File: src/rtl/timer_pkg.sv
// Shared definitions for the countdown timer: state encoding, BCD field
// width and limits, and a preset validity helper.
package timer_pkg;

   localparam int BCD_W = 8;

   localparam logic [BCD_W-1:0] BCD_MS_MAX = 8'h59;
   localparam logic [BCD_W-1:0] BCD_HH_MAX = 8'h23;

   typedef enum logic [1:0] {
      ST_IDLE  = 2'd0,
      ST_RUN   = 2'd1,
      ST_PAUSE = 2'd2,
      ST_DONE  = 2'd3
   } state_t;

   // Nibble check first, so the plain numeric compare against max is a BCD compare.
   function automatic logic bcd_valid(input logic [BCD_W-1:0] value,
                                      input logic [BCD_W-1:0] max);
      return (value[7:4] <= 4'd9) && (value[3:0] <= 4'd9) && (value <= max);
   endfunction

endpackage

File: src/rtl/bcd_dec2.sv
// Two-digit BCD decrement: with borrow-in, subtracts one; at 00 it wraps to
// i_wrap and raises borrow-out. Without borrow-in the value passes through.
module bcd_dec2
   import timer_pkg::*;
(
   input  logic [BCD_W-1:0] i_val,
   input  logic             i_borrow,
   input  logic [BCD_W-1:0] i_wrap,
   output logic [BCD_W-1:0] o_val,
   output logic             o_borrow
);

   // NOTE: every output of a combinational block gets a default up front so
   // no path through the ifs leaves it unassigned (which would infer a latch).
   always_comb begin
      o_val    = i_val;
      o_borrow = 1'b0;
      if (i_borrow) begin
         if (i_val == '0) begin
            o_val    = i_wrap;
            o_borrow = 1'b1;
         end else if (i_val[3:0] == 4'd0) begin
            o_val = {i_val[7:4] - 4'd1, 4'd9};
         end else begin
            o_val = {i_val[7:4], i_val[3:0] - 4'd1};
         end
      end
   end

endmodule

File: src/rtl/timer_countdown.sv
// HH:MM:SS BCD countdown timer with load/start/stop/ack controls and a
// one-second prescaler; raises alarm when the count reaches 00:00:00.
module timer_countdown
   import timer_pkg::*;
#(
   parameter int TICK_CYCLES = 100000000
)
(
   input  logic             clk,
   input  logic             reset,
   input  logic             load,
   input  logic [BCD_W-1:0] preset_hh,
   input  logic [BCD_W-1:0] preset_mm,
   input  logic [BCD_W-1:0] preset_ss,
   input  logic             start,
   input  logic             stop,
   input  logic             ack,
   output logic [BCD_W-1:0] count_hh,
   output logic [BCD_W-1:0] count_mm,
   output logic [BCD_W-1:0] count_ss,
   output logic             running,
   output logic             alarm
);

   localparam int             PW         = $clog2(TICK_CYCLES);
   localparam logic [PW-1:0]  PRESC_LAST = PW'(TICK_CYCLES - 1);

   state_t           r_state;
   state_t           w_state_nxt;
   logic [BCD_W-1:0] r_hh, r_mm, r_ss;
   logic [PW-1:0]    r_presc;
   logic             r_running, r_alarm;

   logic [BCD_W-1:0] w_hh_dec, w_mm_dec, w_ss_dec;
   logic             w_ss_borrow, w_mm_borrow, w_hh_borrow;
   logic             w_tick, w_preset_ok, w_load_en, w_count_nz, w_dec_zero;

   assign w_tick      = (r_state == ST_RUN) && (r_presc == PRESC_LAST);
   assign w_preset_ok = bcd_valid(preset_hh, BCD_HH_MAX) &&
                        bcd_valid(preset_mm, BCD_MS_MAX) &&
                        bcd_valid(preset_ss, BCD_MS_MAX);
   assign w_load_en   = load && w_preset_ok && (r_state != ST_RUN);
   assign w_count_nz  = |{r_hh, r_mm, r_ss};
   assign w_dec_zero  = ~|{w_hh_dec, w_mm_dec, w_ss_dec};

   bcd_dec2 u_dec_ss (.i_val(r_ss), .i_borrow(w_tick),      .i_wrap(BCD_MS_MAX),
                      .o_val(w_ss_dec), .o_borrow(w_ss_borrow));
   bcd_dec2 u_dec_mm (.i_val(r_mm), .i_borrow(w_ss_borrow), .i_wrap(BCD_MS_MAX),
                      .o_val(w_mm_dec), .o_borrow(w_mm_borrow));
   bcd_dec2 u_dec_hh (.i_val(r_hh), .i_borrow(w_mm_borrow), .i_wrap(BCD_HH_MAX),
                      .o_val(w_hh_dec), .o_borrow(w_hh_borrow));

   always_comb begin
      w_state_nxt = r_state;
      case (r_state)
         ST_IDLE:  if (w_load_en)                            w_state_nxt = ST_IDLE;
                   else if (start && !stop && w_count_nz)    w_state_nxt = ST_RUN;
         ST_RUN:   if (w_tick && w_dec_zero)                 w_state_nxt = ST_DONE;
                   else if (stop)                            w_state_nxt = ST_PAUSE;
         ST_PAUSE: if (w_load_en)                            w_state_nxt = ST_IDLE;
                   else if (start && !stop && w_count_nz)    w_state_nxt = ST_RUN;
         ST_DONE:  if (w_load_en || ack)                     w_state_nxt = ST_IDLE;
         default:                                            w_state_nxt = ST_IDLE;
      endcase
   end

   // NOTE: sequential state uses non-blocking assignments so every register
   // samples pre-edge values, independent of statement order.
   always_ff @(posedge clk or posedge reset) begin
      if (reset) begin
         r_state   <= ST_IDLE;
         r_hh      <= '0;
         r_mm      <= '0;
         r_ss      <= '0;
         r_presc   <= '0;
         r_running <= 1'b0;
         r_alarm   <= 1'b0;
      end else begin
         r_state   <= w_state_nxt;
         r_running <= (w_state_nxt == ST_RUN);
         r_alarm   <= (w_state_nxt == ST_DONE);

         if (w_load_en) begin
            r_hh <= preset_hh;
            r_mm <= preset_mm;
            r_ss <= preset_ss;
         end else if (w_tick) begin
            r_hh <= w_hh_dec;
            r_mm <= w_mm_dec;
            r_ss <= w_ss_dec;
         end

         // Advances on every RUN cycle including the stop edge, then holds in
         // PAUSE, so a paused second resumes with no cycle lost or repeated.
         if (r_state == ST_RUN)
            r_presc <= w_tick ? '0 : r_presc + PW'(1);
         else if (r_state == ST_IDLE && w_state_nxt == ST_RUN)
            r_presc <= '0;
      end
   end

   assign count_hh = r_hh;
   assign count_mm = r_mm;
   assign count_ss = r_ss;
   assign running  = r_running;
   assign alarm    = r_alarm;

endmodule

File: config.mk
export PLATFORM = sky130hd
export DESIGN_NAME = timer_countdown
export DESIGN_NICKNAME = d
export VERILOG_FILES = /design/src/rtl/timer_pkg.sv /design/src/rtl/bcd_dec2.sv /design/src/rtl/timer_countdown.sv
export SDC_FILE = /design/constraint.sdc
export NUM_CORES = 1
export LEC_CHECK = 0
export BUFFER_PORTS_ARGS = -buffer_cell sky130_fd_sc_hd__buf_2
export CORE_MARGIN = 2
export CORE_UTILIZATION = 26
export CTS_CLUSTER_DIAMETER = 50
export DETAILED_ROUTE_END_ITERATION = 10
export MAX_ROUTING_LAYER = met4
export PLACE_DENSITY_LB_ADDON = 0.12
export SLEW_MARGIN = 20
export SYNTH_ARGS = -nofsm -noshare
export SYNTH_HDL_FRONTEND = slang
export SYNTH_SLANG_ARGS = --single-unit
File: constraint.sdc
create_clock -name clk -period 4.3 [get_ports clk]
set_input_delay 0.86 -clock clk [delete_from_list [all_inputs] [get_ports clk]]
set_output_delay 0.86 -clock clk [all_outputs]
set_load 0.005 [all_outputs]
# ---- Yosys cells after proc, flatten, opt, wreduce, memory -nomap -nowiden
# Index checks and enable logic that the tools add are counted.
dict set report word_totals {
  reg_bits 55
  inputBits 30
  output_inout_bits 26
  elab_cells 88
}
dict set report classes {
  muxes 28
  addsub 7
  n_lt_le_gt_ge 9
  n_reduce_logical 30
  n_eq_ne 7
}
# op count
set ops {}
lappend ops {{two-way mux 8 bit} 15}
lappend ops {{two-way mux 27 bit} 3}
lappend ops {{OR reduction 24 bit} 2}
lappend ops {{adder 27 x 1 -> 27 bit (second input constant)} 1}
lappend ops {{equality test 27 bit (second input constant)} 1}
lappend ops {{<= comparator 4 bit (second input constant)} 6}
lappend ops {{logical NOT 8 bit} 3}
lappend ops {{subtractor 4 x 1 -> 4 bit (second input constant)} 6}
lappend ops {{<= comparator 8 x 7 -> 1 bit (second input constant)} 2}
lappend ops {{logical AND 1 bit} 15}
lappend ops {{logical NOT 4 bit} 3}
lappend ops {{two-way mux 2 bit} 5}
lappend ops {{<= comparator 8 x 6 -> 1 bit (second input constant)} 1}
lappend ops {{equality test 2 bit (second input constant)} 3}
lappend ops {{one-hot mux 2 bit (3 select lines)} 1}
lappend ops {{equality test 2 x 1 -> 1 bit (second input constant)} 2}
lappend ops {{two-way mux 1 bit} 4}
lappend ops {{nonzero test 2 bit} 2}
lappend ops {{logical NOT 1 bit} 2}
lappend ops {{logical NOT 2 bit} 1}
lappend ops {{inequality test 2 x 1 -> 1 bit (second input constant)} 1}
lappend ops {{OR reduction 2 bit} 1}
lappend ops {{logical OR 1 bit} 1}

# ---- Logic depth before layout (Yosys ltp)
dict set report depth {
  ltp_word 14
  depth_mapped 11
  ltp_nobuf 10
}

# ---- Cells and area by module
# A second synthesis with hierarchy kept.
dict set report hier_totals {
  cells_unflattened 436
  hier_area_um2 3957.5
}
# mod n_inst cells_each seq_area_each_um2 area_per_inst_um2
set modules_own_cells {}
lappend modules_own_cells {timer_countdown 1 307 1376.3 3022.9}
lappend modules_own_cells {bcd_dec2 3 43 0.0 311.5}

# ---- Least setup slack after synthesis
# Ideal clock, no wire load.
dict set report synth_path {
  kind {register -> register}
  start {register r_mm[4] (netlist: count_mm[4])}
  end {register r_alarm (netlist: alarm)}
  n_path_buf 0
  setup_ns 0.066
  t_required_ns 4.234
  t_arrival_ns 3.212
  stages_incl_launch_ff 11
  period_less_slack_ns 3.278
  slack_ns 1.022
  path_cell_list {dfrtp_1 inv_1 ha_1 nor3b_1 nand4_4 or4_4 a2111oi_4 nand3_1 or4_4 a31oi_4 and2_1}
}
dict set report synth_between {
  elab_chain_cells 10
  elab_cells_between_ends 18
  classes_between {add/sub: 1; eq/ne: 1; mux: 10; reduce/logical: 6}
}
# element line_no
set synth_rtl {}
lappend synth_rtl {{start, declared} timer_countdown.sv:30} ;# logic [BCD_W-1:0] r_hh, r_mm, r_ss;
lappend synth_rtl {{start signal, assigned} timer_countdown.sv:85} ;# r_mm <= preset_mm;
lappend synth_rtl {{start signal, assigned} timer_countdown.sv:89} ;# r_mm <= w_mm_dec;
lappend synth_rtl {{subtractor 4 x 1 -> 4 bit or logical NOT 8 bit (tied branches)} {bcd_dec2.sv:23, bcd_dec2.sv:19}}
lappend synth_rtl {{two-way mux 8 bit or two-way mux 1 bit (tied branches)} {bcd_dec2.sv:22, bcd_dec2.sv:19}}
lappend synth_rtl {{two-way mux 8 bit or two-way mux 1 bit (tied branches)} {bcd_dec2.sv:19, bcd_dec2.sv:18}}
lappend synth_rtl {{two-way mux 8 bit} bcd_dec2.sv:18} ;# if (i_borrow) begin
lappend synth_rtl {{OR reduction 24 bit} timer_countdown.sv:44} ;# assign w_dec_zero = ~|{w_hh_dec, w_mm_dec, w_ss_dec};
lappend synth_rtl {{logical NOT 1 bit} timer_countdown.sv:44}
lappend synth_rtl {{logical AND 1 bit} timer_countdown.sv:58} ;# ST_RUN: if (w_tick && w_dec_zero) w_state_nxt = ST_DONE;
lappend synth_rtl {{two-way mux 2 bit} timer_countdown.sv:58}
lappend synth_rtl {{one-hot mux 2 bit (3 select lines) (*)} timer_countdown.sv:55} ;# case (r_state)
lappend synth_rtl {{via w_state_nxt[0]} timer_countdown.sv:29} ;# state_t w_state_nxt;
lappend synth_rtl {{equality test 2 bit (*)} timer_countdown.sv:81} ;# r_alarm <= (w_state_nxt == ST_DONE);
lappend synth_rtl {{end signal, assigned} timer_countdown.sv:81}
lappend synth_rtl {{end, declared} timer_countdown.sv:32} ;# logic r_running, r_alarm;
# The timed path passes the listed nets; every way through them passes the cells marked *.
# A chain may end at the register's enable or synchronous reset.

# ---- Worst setup path in the final report
dict set report layout_path {
  start {register r_ss[0] (netlist: count_ss[0])}
  end {register r_alarm (netlist: alarm)}
}
dict set report layout_between {
  elab_chain_cells 11
  elab_cells_between_ends 21
  classes_between {add/sub: 1; eq/ne: 1; mux: 12; reduce/logical: 7}
}
# element line_no
set layout_rtl {}
lappend layout_rtl {{start, declared} timer_countdown.sv:30}
lappend layout_rtl {{start signal, assigned} timer_countdown.sv:86} ;# r_ss <= preset_ss;
lappend layout_rtl {{start signal, assigned} timer_countdown.sv:90} ;# r_ss <= w_ss_dec;
lappend layout_rtl {{parallel branches: the longest is 9 deep, another holds subtractor 4 x 1 -> 4 bit} -}
lappend layout_rtl {{one-hot mux 2 bit (3 select lines) (*)} timer_countdown.sv:55}
lappend layout_rtl {{via w_state_nxt[0]} timer_countdown.sv:29}
lappend layout_rtl {{equality test 2 bit (*)} timer_countdown.sv:81}
# Mark *: on every way through the listed nets, which the timed path passes.

==> flow_metrics.py <==
metrics = {
    "synthesis": {
        "syn_area_um2": 3714,
        "ys_warn_count": 0,
        "synth.distinct_cells": 59,
        "yosysSeqAreaShare_pct": 37.06,
        "ys_ff_latch": 55,
        "synthArstFlopShare_pct": 100.0,
        "syn-mean-instance-area_um2": 8.308,
        "syn_inst": 447,
        "syn_nets": 489,
        "synthFlopType": "dfrtp_1",
        "synth_edf_count": 0,
    },
    "finish": {
        "antenna_cells_inserted": 0,
        "multiInputGateArea_um2": 2206,
        "syn_to_final_growth_pct": 20.32,
        "seqCellArea_um2": 1376,
        "drive_gt1_share_pct": 18.82,
        "fill_cells": 1442,
        "fin_nets": 551,
    },
    "detailed_routing": {
        "wl_per_cell_um": 18.22,
        "dr.pass1.iters": 7,
        "wl_um": 12570,
        "routed_via_density": 5.441,
        "route.detailed.drc": 0,
        "vias": 3754,
        "ant_nets": 0,
        "drtIter0Drc": 290,
    },
    "cts": {
        "clkTransAtPathRegs_ps": 70,
        "cts.hold.buffers_added": 0,
        "clk_path_buf_depth": 2,
        "cts_tree": "yes",
        "cts_max_level": 2,
        "cts_inserted_buffers": 5,
        "cts_root_buf": "clkbuf_16",
        "post_cts_buffers": 0,
        "cts_resized": 0,
        "clkSinkCount": 55,
        "clk_latency_ps": 310,
    },
    "critical_path": {
        "crit_type": "reg -> reg",
        "critPathArrivalTime_ps": 4110,
        "critPathMaxFanout": 7,
        "slowest_stage": "nor3b_1",
        "crit_path_max_incr_delay_ps": 800,
        "critPathRequiredTime_ps": 4550,
        "startpoint_type": "flip-flop",
        "crit_chain": "inv_1, ha_1, nor3b_1, buf_4, nand3_1, nor4_1, mux2i_1, nand4_1, or4_4, a31oi_4, and2_1",
        "cp-end-kind": "flip-flop",
    },
    "pwr": {
        "leakagePower_nw": 1.915,
        "p_int_mw": 1.131,
        "clockPowerShare_pct": 31.0,
        "p_comb_share_pct": 31.1,
        "powerDensity_nw_per_um2": 390.0,
        "p_sw_share_pct": 35.11,
        "p_switching_mw": 0.6119,
        "p_total_mw": 1.743,
        "seq_power_share_pct": 37.9,
        "ir_drop_v": 0.0001495,
    },
    "placed_design": {
        "gp_congestion": 0.9203,
        "io_buffers": 55,
        "dp.final_hpwl_um": 9392,
        "place_worst_setup_slack_ps": 535.0,
    },
    "sta": {
        "tns_ps": 0,
        "final.period_utilization_pct": 89.63,
        "slew_headroom_pct": 32.11,
        "fmax_mhz": 259.5,
        "rsz0062_at_grt": "false",
        "worstMarginPinSlew_ps": 1015,
        "slew_viol_final": 0,
        "finalSetupViolCount": 0,
        "clock_skew_ps": 11.39,
        "fin_crit_ps": 3854,
        "finalHoldViolations": 0,
        "final.setup.worst_slack_ps": 445.7,
    },
    "global_route": {
        "antenna_found_initial": 0,
        "overflow": 0,
        "grt_pass1_wl_um": 19960,
        "grt_max_degree": 40,
        "grt_pass1_vias": 3545,
        "grt_usage_pct": 17.70,
    },
    "status": {
        "status": "finished clean",
    },
    "die": {
        "die_area_um2": 15250,
        "io-pin-count": 56,
        "start_util_pct": 26.65,
        "coreArea_um2": 13930,
        "die_h_um": 123.5,
        "die_width_um": 123.5,
        "row_count": 43,
    },
    "min_path": {
        "holdCritPathClass": "reg -> reg",
    },
    "flow_run": {
        "maxCapViolCount": 0,
    },
}
[kinds of logic after synthesis]
family                     share of synthesized area (%)
buffers and inverters                              3.538
AOI/OAI and AO/OA                                  22.07
adders and majority gates                          4.043
xor gates and xnor gates                          0.4718
and+or+nand+nor                                    30.02
DFF                                                37.06
muxes                                              2.797
[layer usage]
| layer | up-vias | share of wire [%] | track usage, % |
|---|---|---|---|
| li1 | 1788 | - | - |
| met1 | 1838 | 49 | 25.26 |
| met2 | 116 | 45 | 25.65 |
| met3 | 12 | 5.1 | 3.044 |
| met4 | 0 | 1.4 | 4.972 |
| met5 | - | 0 | - |
[stage by stage]
stage	cell area (um^2)	cells	utilization [%]	hold slack (ps)
detailed placement	4279	682	30.71	484.2
finish	4468	690	32.06	487.4
global placement	4279	682	30.71	477.6
global route	4468	690	32.06	523.9
floorplan	3714	447	-	453.2
CTS	4468	690	32.06	493.3
[state kept, by name, indices dropped and copies added, names as in the netlist]
name / count
count_ss: 8
running: 1
r_state: 2
count_mm: 8
alarm: 1
r_presc: 27
count_hh: 8
[worst max-delay path, delay by kind of cell, from the launching register on]
kind	cells	cell delay [ps]
adder cells (fa/ha/maj)	1	160
multiplexers	1	290
AO/OA/AOI/OAI	1	200
flip-flops	1	430
buffers and inverters	2	400
AND/OR/NAND/NOR	6	2310
[cells in the mapped netlist, types with 10 or more instances]
| cell type | instances | area, um^2 |
|---|---|---|
| nor4_1 | 11 | 68.82 |
| and3_1 | 13 | 81.33 |
| o21ai_0 | 55 | 275.3 |
| dfrtp_1 | 55 | 1376 |
| clkbuf_1 | 14 | 52.55 |
| nand3_1 | 16 | 80.08 |
| nand4_1 | 15 | 93.84 |
| ha_1 | 12 | 150.1 |
| a22oi_1 | 10 | 75.07 |
| nand2_1 | 61 | 229.0 |
| nor2_1 | 43 | 161.4 |
| o21ai_1 | 11 | 55.05 |
| inv_1 | 17 | 63.81 |
| o31ai_1 | 10 | 75.07 |
[final timing paths]
path	depth (start not counted)	from	slack, ps	end
worst max register to register	11	count_ss[0]$_DFFE_PP0P_	450	alarm$_DFF_PP0_
worst min-delay path	1	r_presc[26]$_DFFE_PP0P_	490	r_presc[26]$_DFFE_PP0P_
max in group asynchronous	3	reset	2760	count_hh[1]$_DFFE_PP0P_
worst max-delay path	11	count_ss[0]$_DFFE_PP0P_	450	alarm$_DFF_PP0_
worst min register to register	1	r_presc[26]$_DFFE_PP0P_	490	r_presc[26]$_DFFE_PP0P_
min in group asynchronous	2	reset	750	count_mm[1]$_DFFE_PP0P_
[power groups by stage]
stage,clock (mW),sequential [mW],combinational (mW)
finish,0.540,0.660,0.542
global route,0.579,0.669,0.612
CTS,0.557,0.659,0.552
detailed placement,0,0.669,0.549
global placement,0,0.670,0.551
floorplan,0,0.650,0.352
[cells in the final DEF, fill, tap and decap left out, types with 3 or more instances in the layout]
master / n
and3_1: 13
nand4_1: 15
o211ai_1: 4
o311ai_0: 3
clkbuf_16: 5
o31ai_1: 10
buf_4: 15
mux2_2: 3
a22oi_1: 10
inv_1: 16
and2_1: 6
nor3_1: 7
o21ai_1: 11
o21ai_0: 55
nand3_1: 16
a21oi_1: 7
nor4_1: 11
ha_1: 12
nor3b_1: 4
buf_2: 55
nand2b_1: 3
a31oi_1: 5
nor2_1: 43
or3_1: 3
mux2i_1: 7
or4_1: 6
nand2_1: 61
nor2b_1: 3
dfrtp_1: 55
or4_4: 4
[final cells by class]
class / instances / area share [%]
timing repair buffer: 71 / 9.129
tap: 180 / 5.041
sequential: 55 / 30.80
multi-input combinational: 359 / 49.37
inverter: 17 / 1.428
clock buffer: 6 / 2.884
clock inverter: 2 / 1.344
Power figures use the tool's default switching activity.
